==> config.mk <==
export PLATFORM = sky130hd
export DESIGN_NAME = uart_tx_arbiter
export DESIGN_NICKNAME = d
export VERILOG_FILES = /design/src/rtl/uart_tx_arbiter.sv
export SDC_FILE = /design/constraint.sdc
export NUM_CORES = 1
export LEC_CHECK = 0
export CORE_UTILIZATION = 55
export DETAILED_ROUTE_END_ITERATION = 8
export HOLD_SLACK_MARGIN = 0.1
export PLACE_DENSITY = 0.84
export SLEW_MARGIN = 30
export SYNTH_ARGS = -nofsm -noshare
export SYNTH_HDL_FRONTEND = slang
export SYNTH_SLANG_ARGS = --single-unit
==> constraint.sdc <==
create_clock -name CLK_I -period 3.4 [get_ports CLK_I]
set_input_delay 0.34 -clock CLK_I [delete_from_list [all_inputs] [get_ports CLK_I]]
set_output_delay 0.34 -clock CLK_I [all_outputs]
set_load 0.05 [all_outputs]
==> src/rtl/uart_tx_arbiter.sv <==
// ============================================================================
// Module      : uart_tx_arbiter
// Description : Round-robin, packet-lockable arbiter sharing one UART TX core
//               between two byte requesters, with a frame-timeout watchdog.
// Revision    : 1.0 - initial release
// ============================================================================
`default_nettype none
`timescale 1ns/1ps

module uart_tx_arbiter #(
  parameter int CLK_RATE       = 100*10**6,
  parameter int BAUD_RATE      = 115200,
  parameter int TIMEOUT_FRAMES = 2,
  parameter int MAX_BURST      = 16
) (
  input  logic       CLK_I,
  input  logic       RST_I,
  input  logic [1:0] REQ_I,
  input  logic [1:0] LOCK_I,
  input  logic [7:0] DATA0_I,
  input  logic [7:0] DATA1_I,
  output logic [1:0] GNT_O,
  output logic       TX_START_O,
  output logic [7:0] TX_DATA_O,
  input  logic       TX_DONE_I,
  output logic       BUSY_O,
  output logic       OWNER_O,
  output logic       ERR_O,
  input  logic       CLR_ERR_I
);

  localparam int c_BIT_CYC  = CLK_RATE / BAUD_RATE;
  localparam int c_WD_LIMIT = TIMEOUT_FRAMES * 10 * c_BIT_CYC;
  localparam int c_WD_W     = (c_WD_LIMIT > 2) ? $clog2(c_WD_LIMIT) : 1;
  localparam int c_BURST_W  = $clog2(MAX_BURST + 1);

  localparam logic [c_WD_W-1:0]    c_WD_LAST   = c_WD_W'(c_WD_LIMIT - 1);
  localparam logic [c_BURST_W-1:0] c_MAX_BURST = c_BURST_W'(MAX_BURST);
  localparam logic [c_BURST_W-1:0] c_BURST_ONE = c_BURST_W'(1);

  typedef enum logic [1:0] {
    S_IDLE = 2'd0,
    S_SEND = 2'd1,
    S_WAIT = 2'd2
  } state_t;

  state_t                r_state;
  logic [c_BURST_W-1:0]  r_burst;
  logic [c_WD_W-1:0]     r_wdog;

  logic                  w_win;
  logic                  w_cont;
  logic [c_BURST_W-1:0]  w_burst_inc;

  // Lone requester wins; on contention the port not served last wins.
  always_comb begin
    w_win = ~OWNER_O;
    if (REQ_I == 2'b01)
      w_win = 1'b0;
    else if (REQ_I == 2'b10)
      w_win = 1'b1;
    w_cont      = LOCK_I[OWNER_O] & REQ_I[OWNER_O] & (r_burst < c_MAX_BURST);
    w_burst_inc = (r_burst < c_MAX_BURST) ? r_burst + c_BURST_ONE : r_burst;
  end

  always_ff @(posedge CLK_I or posedge RST_I) begin
    if (RST_I) begin
      r_state    <= S_IDLE;
      r_burst    <= '0;
      r_wdog     <= '0;
      GNT_O      <= 2'b00;
      TX_START_O <= 1'b0;
      TX_DATA_O  <= 8'h00;
      BUSY_O     <= 1'b0;
      OWNER_O    <= 1'b1;
      ERR_O      <= 1'b0;
    end else begin
      GNT_O      <= 2'b00;
      TX_START_O <= 1'b0;
      if (CLR_ERR_I)
        ERR_O <= 1'b0;

      case (r_state)
        S_IDLE: begin
          if (|REQ_I) begin
            r_state    <= S_SEND;
            TX_DATA_O  <= w_win ? DATA1_I : DATA0_I;
            TX_START_O <= 1'b1;
            GNT_O      <= {w_win, ~w_win};
            OWNER_O    <= w_win;
            BUSY_O     <= 1'b1;
            r_burst    <= (w_win != OWNER_O) ? c_BURST_ONE : w_burst_inc;
          end
        end

        S_SEND: begin
          r_wdog  <= '0;
          r_state <= S_WAIT;
        end

        S_WAIT: begin
          // Done beats a same-cycle timeout, so it is tested first.
          if (TX_DONE_I) begin
            if (w_cont) begin
              r_state    <= S_SEND;
              TX_DATA_O  <= OWNER_O ? DATA1_I : DATA0_I;
              TX_START_O <= 1'b1;
              GNT_O      <= {OWNER_O, ~OWNER_O};
              r_burst    <= r_burst + c_BURST_ONE;
            end else begin
              r_state <= S_IDLE;
              BUSY_O  <= 1'b0;
            end
          end else if (r_wdog == c_WD_LAST) begin
            ERR_O   <= 1'b1;
            r_state <= S_IDLE;
            BUSY_O  <= 1'b0;
          end else begin
            r_wdog <= r_wdog + 1'b1;
          end
        end

        default: begin
          r_state <= S_IDLE;
          BUSY_O  <= 1'b0;
        end
      endcase
    end
  end

endmodule

`default_nettype wire

# Yosys cells after proc, flatten, opt, wreduce, memory -nomap -nowiden
# Cells that the tools add are included.
dict set report totals {
  regBits 36
  in_bits 24
  out_inout_bits 14
  elab_cells 85
}
dict set report classes {
  addsub 2
  magnitude_cmp 2
  eq_ne 14
  mux 43
  bitwise 5
  reduce_logical 10
}
# operator count
set op_table {}
lappend op_table {{8-bit two-way mux} 5}
lappend op_table {{15-bit two-way mux} 2}
lappend op_table {{15-bit one-hot mux with 2 select lines} 1}
lappend op_table {{5-bit two-way mux} 5}
lappend op_table {{1-bit two-way mux} 18}
lappend op_table {{8-bit one-hot mux with 2 select lines} 1}
lappend op_table {{15-bit by 1-bit adder with 15-bit output, second input constant} 1}
lappend op_table {{15-bit equality test, second input constant} 1}
lappend op_table {{2-bit two-way mux} 6}
lappend op_table {{2-bit inequality test, second input constant} 5}
lappend op_table {{5-bit one-hot mux with 2 select lines} 1}
lappend op_table {{3-bit inequality test, second input constant} 3}
lappend op_table {{4-bit AND reduction} 2}
lappend op_table {{2-bit one-hot mux with 3 select lines} 1}
lappend op_table {{5-bit by 1-bit adder with 5-bit output, second input constant} 1}
lappend op_table {{5-bit < comparator, second input constant} 1}
lappend op_table {{5-bit AND reduction} 1}
lappend op_table {{2-bit by 1-bit equality test with 1-bit output, second input constant} 2}
lappend op_table {{2-bit equality test, second input constant} 2}
lappend op_table {{2-bit one-hot mux with 2 select lines} 1}
lappend op_table {{2-bit AND reduction} 2}
lappend op_table {{2-bit nonzero test} 2}
lappend op_table {{1-bit inverter} 3}
lappend op_table {{1-bit one-hot mux with 3 select lines} 1}
lappend op_table {{other kinds (7)} 8}

# Logic depth before layout (Yosys ltp)
dict set report depth {
  depth_word 7
  depth_mapped 7
  mapped_depth_nobuf 5
}

# Least setup slack after synthesis
# Ideal clock, no wire load.
dict set report synth_path {
  path_type {reg2reg}
  startpoint {reg OWNER_O}
  endpoint {reg r_burst[0]}
  setup_ps 125
  arrival_time_ps 1853
  required_ps 3275
  setup_slack_ps 1422
  stages_incl_launch_ff 6
  n_path_buf 1
  synth_period_minus_slack_ps 1978
  path_cell_list {dfstp_2 buf_6 nand3b_1 a2111o_1 o21a_4 mux2_4}
}
dict set report synth_via {
  elab_chain_len 7
  word_cells_on_any_way 16
  cone_classes {3 x eq/ne; 9 x mux; 3 x bitwise; 1 x reduce/logical}
}
# item line
set synth_lines {}
lappend synth_lines {{start: declaration} 27} ;# output logic OWNER_O,
lappend synth_lines {{start signal: assignment} 90} ;# OWNER_O <= w_win;
lappend synth_lines {{1-bit inverter} 57} ;# w_win = ~OWNER_O;
lappend synth_lines {{1-bit two-way mux} 60} ;# else if (REQ_I == 2'b10)
lappend synth_lines {{1-bit two-way mux} 58} ;# if (REQ_I == 2'b01)
lappend synth_lines {{1-bit inequality test} 92} ;# r_burst <= (w_win != OWNER_O) ? c_BURST_ONE : w_burst_inc;
lappend synth_lines {{5-bit two-way mux} 92}
lappend synth_lines {{5-bit two-way mux} 85} ;# if (|REQ_I) begin
lappend synth_lines {{5-bit one-hot mux with 2 select lines} 83} ;# case (r_state)
lappend synth_lines {{end signal: assignment} 92}
lappend synth_lines {{end signal: assignment} 109} ;# r_burst <= r_burst + c_BURST_ONE;
lappend synth_lines {{end: declaration} 48} ;# logic [c_BURST_W-1:0] r_burst;
# Parallel ways exist; a longest one is shown, timed or not. The select of a mux whose other input is x is not followed.
# A chain may end at the register's enable or synchronous reset.

# Worst setup path after layout
dict set report layout_path {
  startpoint {reg OWNER_O}
  endpoint {out OWNER_O}
}
# No word-level cell between the ends.

==> impl_metrics.prom <==
# TYPE chip_impl_metric gauge
chip_impl_metric{name="dieWidth",unit="µm"} 61.8
chip_impl_metric{name="drive_above_1_share",unit="%"} 7.14
chip_impl_metric{name="detailedPlacementHpwl",unit="µm"} 2950
chip_impl_metric{name="numClockSinks",unit=""} 36
chip_impl_metric{name="route.vias.total",unit=""} 1743
chip_impl_metric{name="final_sum_of_negative_setup_slack",unit="ns"} 0
chip_impl_metric{name="n_fill_cell",unit=""} 248
chip_impl_info{name="tritoncts_clock_tree",value="yes"} 1
chip_impl_info{name="most-common-layout-cells",value="sky130_fd_sc_hd__clkdlybuf4s50_1, sky130_fd_sc_hd__dfrtp_1, sky130_fd_sc_hd__nand3_1"} 1
chip_impl_info{name="most_common_cell_after_layout_fill_and_taps_aside",value="sky130_fd_sc_hd__clkdlybuf4s50_1"} 1
chip_impl_metric{name="max_cap_violations",unit=""} 0
chip_impl_metric{name="overall_fraction_of_global_route_tracks_in_use",unit="%"} 25.8
chip_impl_info{name="cp_cell_sequence",value="clkdlybuf4s50_1"} 1
chip_impl_info{name="worst_hold_path_type",value="in2async"} 1
chip_impl_metric{name="wl_per_cell",unit="µm"} 15.4
chip_impl_metric{name="synth_async_sr_flop_share",unit="%"} 100
chip_impl_metric{name="place_worst_setup_slack",unit="ns"} 0.970
chip_impl_metric{name="cts_htree_levels",unit=""} 2
chip_impl_info{name="cpMaxStageDelayCell",value="sky130_fd_sc_hd__clkdlybuf4s50_1"} 1
chip_impl_metric{name="top_level_ports",unit=""} 38
chip_impl_metric{name="clk_latency",unit="ns"} 0.35
chip_impl_metric{name="timing.clock.skew",unit="ns"} 0.00735
chip_impl_metric{name="netlist-cell-type-count",unit=""} 51
chip_impl_metric{name="clock_tree.buffer_depth",unit=""} 2
chip_impl_info{name="worst_setup_path_end_kind",value="output pin"} 1
chip_impl_metric{name="gp_routability_congestion",unit=""} 0.794
chip_impl_metric{name="syn_avg_cell_area",unit="µm²"} 9.59
chip_impl_info{name="cts.root.buffer_cell",value="sky130_fd_sc_hd__clkbuf_4"} 1
chip_impl_metric{name="chip_height",unit="µm"} 61.8
chip_impl_metric{name="delay_of_the_slowest_cell_on_the_worst_path",unit="ns"} 0.86
chip_impl_metric{name="flow.area_growth_from_synthesis",unit="%"} 21.9
chip_impl_metric{name="first_global_vias",unit=""} 1490
chip_impl_metric{name="fin_cells",unit=""} 284
chip_impl_metric{name="netlist_instances",unit=""} 205
chip_impl_metric{name="ys_seq_elements",unit=""} 36
chip_impl_metric{name="drc",unit=""} 0
chip_impl_metric{name="grt_overflow",unit=""} 0
chip_impl_metric{name="global_route_wire_length_before_repair",unit="µm"} 7070
chip_impl_metric{name="seq_area_frac_synth",unit="%"} 45.9
chip_impl_metric{name="drt_first_pass_iters",unit=""} 4
chip_impl_metric{name="maximum_number_of_pins_on_one_net_before_global_route_repair",unit=""} 37
chip_impl_metric{name="initial_utilization",unit="%"} 58.0
chip_impl_metric{name="tritoncts.num_buffers",unit=""} 5
chip_impl_metric{name="drt.antenna.violating_nets",unit=""} 0
chip_impl_metric{name="timing_hold_violations_final",unit=""} 0
chip_impl_metric{name="postCtsHoldBufs",unit=""} 0
chip_impl_metric{name="placement.io_buffers",unit=""} 37
chip_impl_metric{name="dieArea",unit="mm²"} 0.00382
chip_impl_metric{name="powerDensity",unit="mW/mm²"} 770
chip_impl_metric{name="post-route-worst-setup-slack",unit="ns"} 1.17
chip_impl_metric{name="slew_violations",unit=""} 0
chip_impl_metric{name="post-place-cells",unit=""} 276
chip_impl_info{name="status",value="completed"} 1
chip_impl_metric{name="peakVddDrop",unit="mV"} 0.514
chip_impl_metric{name="static-leakage-power",unit="nW"} 0.962
chip_impl_info{name="critical_path_class",value="reg2out"} 1
chip_impl_metric{name="antenna_found_initial",unit=""} 0
chip_impl_info{name="synthFlopType",value="sky130_fd_sc_hd__dfrtp_1"} 1
chip_impl_metric{name="cp.arrival",unit="ns"} 1.89
chip_impl_metric{name="period_minus_slack",unit="ns"} 2.23
chip_impl_info{name="startpoint_type",value="flop"} 1
chip_impl_metric{name="coreArea",unit="mm²"} 0.00339
chip_impl_metric{name="yosysWarningCount",unit=""} 0
chip_impl_metric{name="post-cts-setup-buffer-count",unit=""} 0
chip_impl_metric{name="critical_path.max_fanout",unit=""} 13
chip_impl_metric{name="relSlewSlack",unit="%"} 56.6
chip_impl_metric{name="rows",unit=""} 21
chip_impl_metric{name="syn-num-nets",unit=""} 231
chip_impl_metric{name="cp_data_required_time",unit="ns"} 3.06
chip_impl_metric{name="worst-path-buf-inv",unit=""} 1
chip_impl_metric{name="post-route-period-util",unit="%"} 65.6
chip_impl_metric{name="syn-cell-area",unit="mm²"} 0.00197
chip_impl_info{name="grt_setup_unrepaired",value="false"} 1
chip_impl_metric{name="n_antenna_cell",unit=""} 0
chip_impl_metric{name="drt_iter0_markers",unit=""} 147
chip_impl_metric{name="routed_via_density",unit=""} 6.14
chip_impl_metric{name="nets",unit=""} 263
chip_impl_metric{name="path_clk_slew",unit="ns"} 0.11
chip_impl_metric{name="worst-slew-pin-transition",unit="ns"} 0.648
chip_impl_metric{name="final_core_util",unit="%"} 70.7
chip_impl_info{name="timing.critical_path.max_delay_family",value="buffers and inverters"} 1
chip_impl_metric{name="post_cts.resized_instances",unit=""} 0
chip_impl_metric{name="setup_viol",unit=""} 0
chip_impl_metric{name="postRouteWirelength",unit="µm"} 4380
chip_impl_metric{name="fmax",unit="MHz"} 448
chip_impl_metric{name="synth_enable_flop_cells",unit=""} 0
## power breakdown
| part | switching, mW | total, mW | internal [mW] |
|---|---|---|---|
| registers | 0.117 | 0.667 | 0.550 |
| logic | 0.585 | 0.929 | 0.344 |
| clock network | 0.147 | 0.249 | 0.102 |
| total | 0.849 | 1.85 | 0.997 |
## metal layers
metal  global-route usage (%)  wire length [µm]  up-vias
met5                        0                 0        -
met4                     10.5                42        0
met2                     39.5              2020       42
li1                         -                 -      834
met3                     5.59               217        5
met1                     35.8              2090      862
## metrics by stage
step           instance area (µm²)  hold WS (ns)  power [mW]
2_1_floorplan                 1970         0.434        1.35
3_3_place_gp                  2340         0.462        1.58
3_5_place_dp                  2340         0.471        1.60
4_1_cts                       2400         0.393        1.85
5_1_grt                       2400         0.457        1.96
6_report                      2400         0.375        1.85
## flip-flops by register name, indices dropped and copies added, names as in the netlist
signal,count
GNT_O,2
BUSY_O,1
r_burst,5
OWNER_O,1
r_state,2
r_wdog,15
TX_START_O,1
ERR_O,1
TX_DATA_O,8
## cell families (layout without fill, tap and decap cells)
| group | Yosys count | count (layout) | synth area share (%) |
|---|---|---|---|
| mux | 4 | 4 | 2.29 |
| fa+ha+maj | 2 | 2 | 1.27 |
| xor+xnor | 3 | 3 | 1.34 |
| simple gates | 80 | 80 | 22.7 |
| compound gates | 56 | 56 | 20.8 |
| buf+inv | 24 | 57 | 5.73 |
| flops | 36 | 36 | 45.9 |
## tightest hold or removal path, stage by stage
cell and delay, ns:
sky130_fd_sc_hd__clkdlybuf4s50_1 0.39, sky130_fd_sc_hd__inv_1 0.05, sky130_fd_sc_hd__buf_4 0.38
## final timing paths
check	to	start	depth (start not counted)	slack, ns
setup / recovery	OWNER_O	OWNER_O	1	1.17
hold / removal	r_wdog[8]	RST_I	3	0.37
setup reg to reg	TX_DATA_O[4]	r_state[0]	5	1.25
hold reg to reg	r_wdog[14]	r_wdog[14]	1	0.49
max in group asynchronous	OWNER_O	RST_I	3	2.69
min in group CLK_I	r_wdog[14]	r_wdog[14]	1	0.49
## Yosys cell counts, types with 3 or more instances
library cell / n / area share (%)
sky130_fd_sc_hd__nand4_1: 5 / 1.6
sky130_fd_sc_hd__nor2b_1: 4 / 1.3
sky130_fd_sc_hd__o31ai_1: 5 / 1.9
sky130_fd_sc_hd__nand2b_1: 3 / 0.95
sky130_fd_sc_hd__a21oi_1: 5 / 1.3
sky130_fd_sc_hd__o211ai_1: 5 / 1.9
sky130_fd_sc_hd__buf_2: 6 / 1.5
sky130_fd_sc_hd__mux2i_1: 3 / 1.5
sky130_fd_sc_hd__a32o_1: 3 / 1.5
sky130_fd_sc_hd__nand3_1: 18 / 4.6
sky130_fd_sc_hd__a22oi_1: 3 / 1.1
sky130_fd_sc_hd__xor2_1: 3 / 1.3
sky130_fd_sc_hd__dfrtp_1: 35 / 45
sky130_fd_sc_hd__nand2_1: 13 / 2.5
sky130_fd_sc_hd__a31oi_1: 10 / 3.2
sky130_fd_sc_hd__clkbuf_1: 4 / 0.76
sky130_fd_sc_hd__inv_1: 9 / 1.7
sky130_fd_sc_hd__nor3_1: 10 / 2.5
sky130_fd_sc_hd__nor2_1: 6 / 1.1
sky130_fd_sc_hd__o21ai_0: 13 / 3.3
## final cells by class
class | count | area [µm²] | area share (%)
multi-input combinational | 145 | 951 | 39.7
sequential | 36 | 902 | 37.7
timing repair buffer | 40 | 393 | 16.4
clock buffer | 8 | 58.8 | 2.45
tap | 46 | 57.6 | 2.40
inverter | 9 | 33.8 | 1.41
Note: power is estimated with default switching activity, not from simulation.
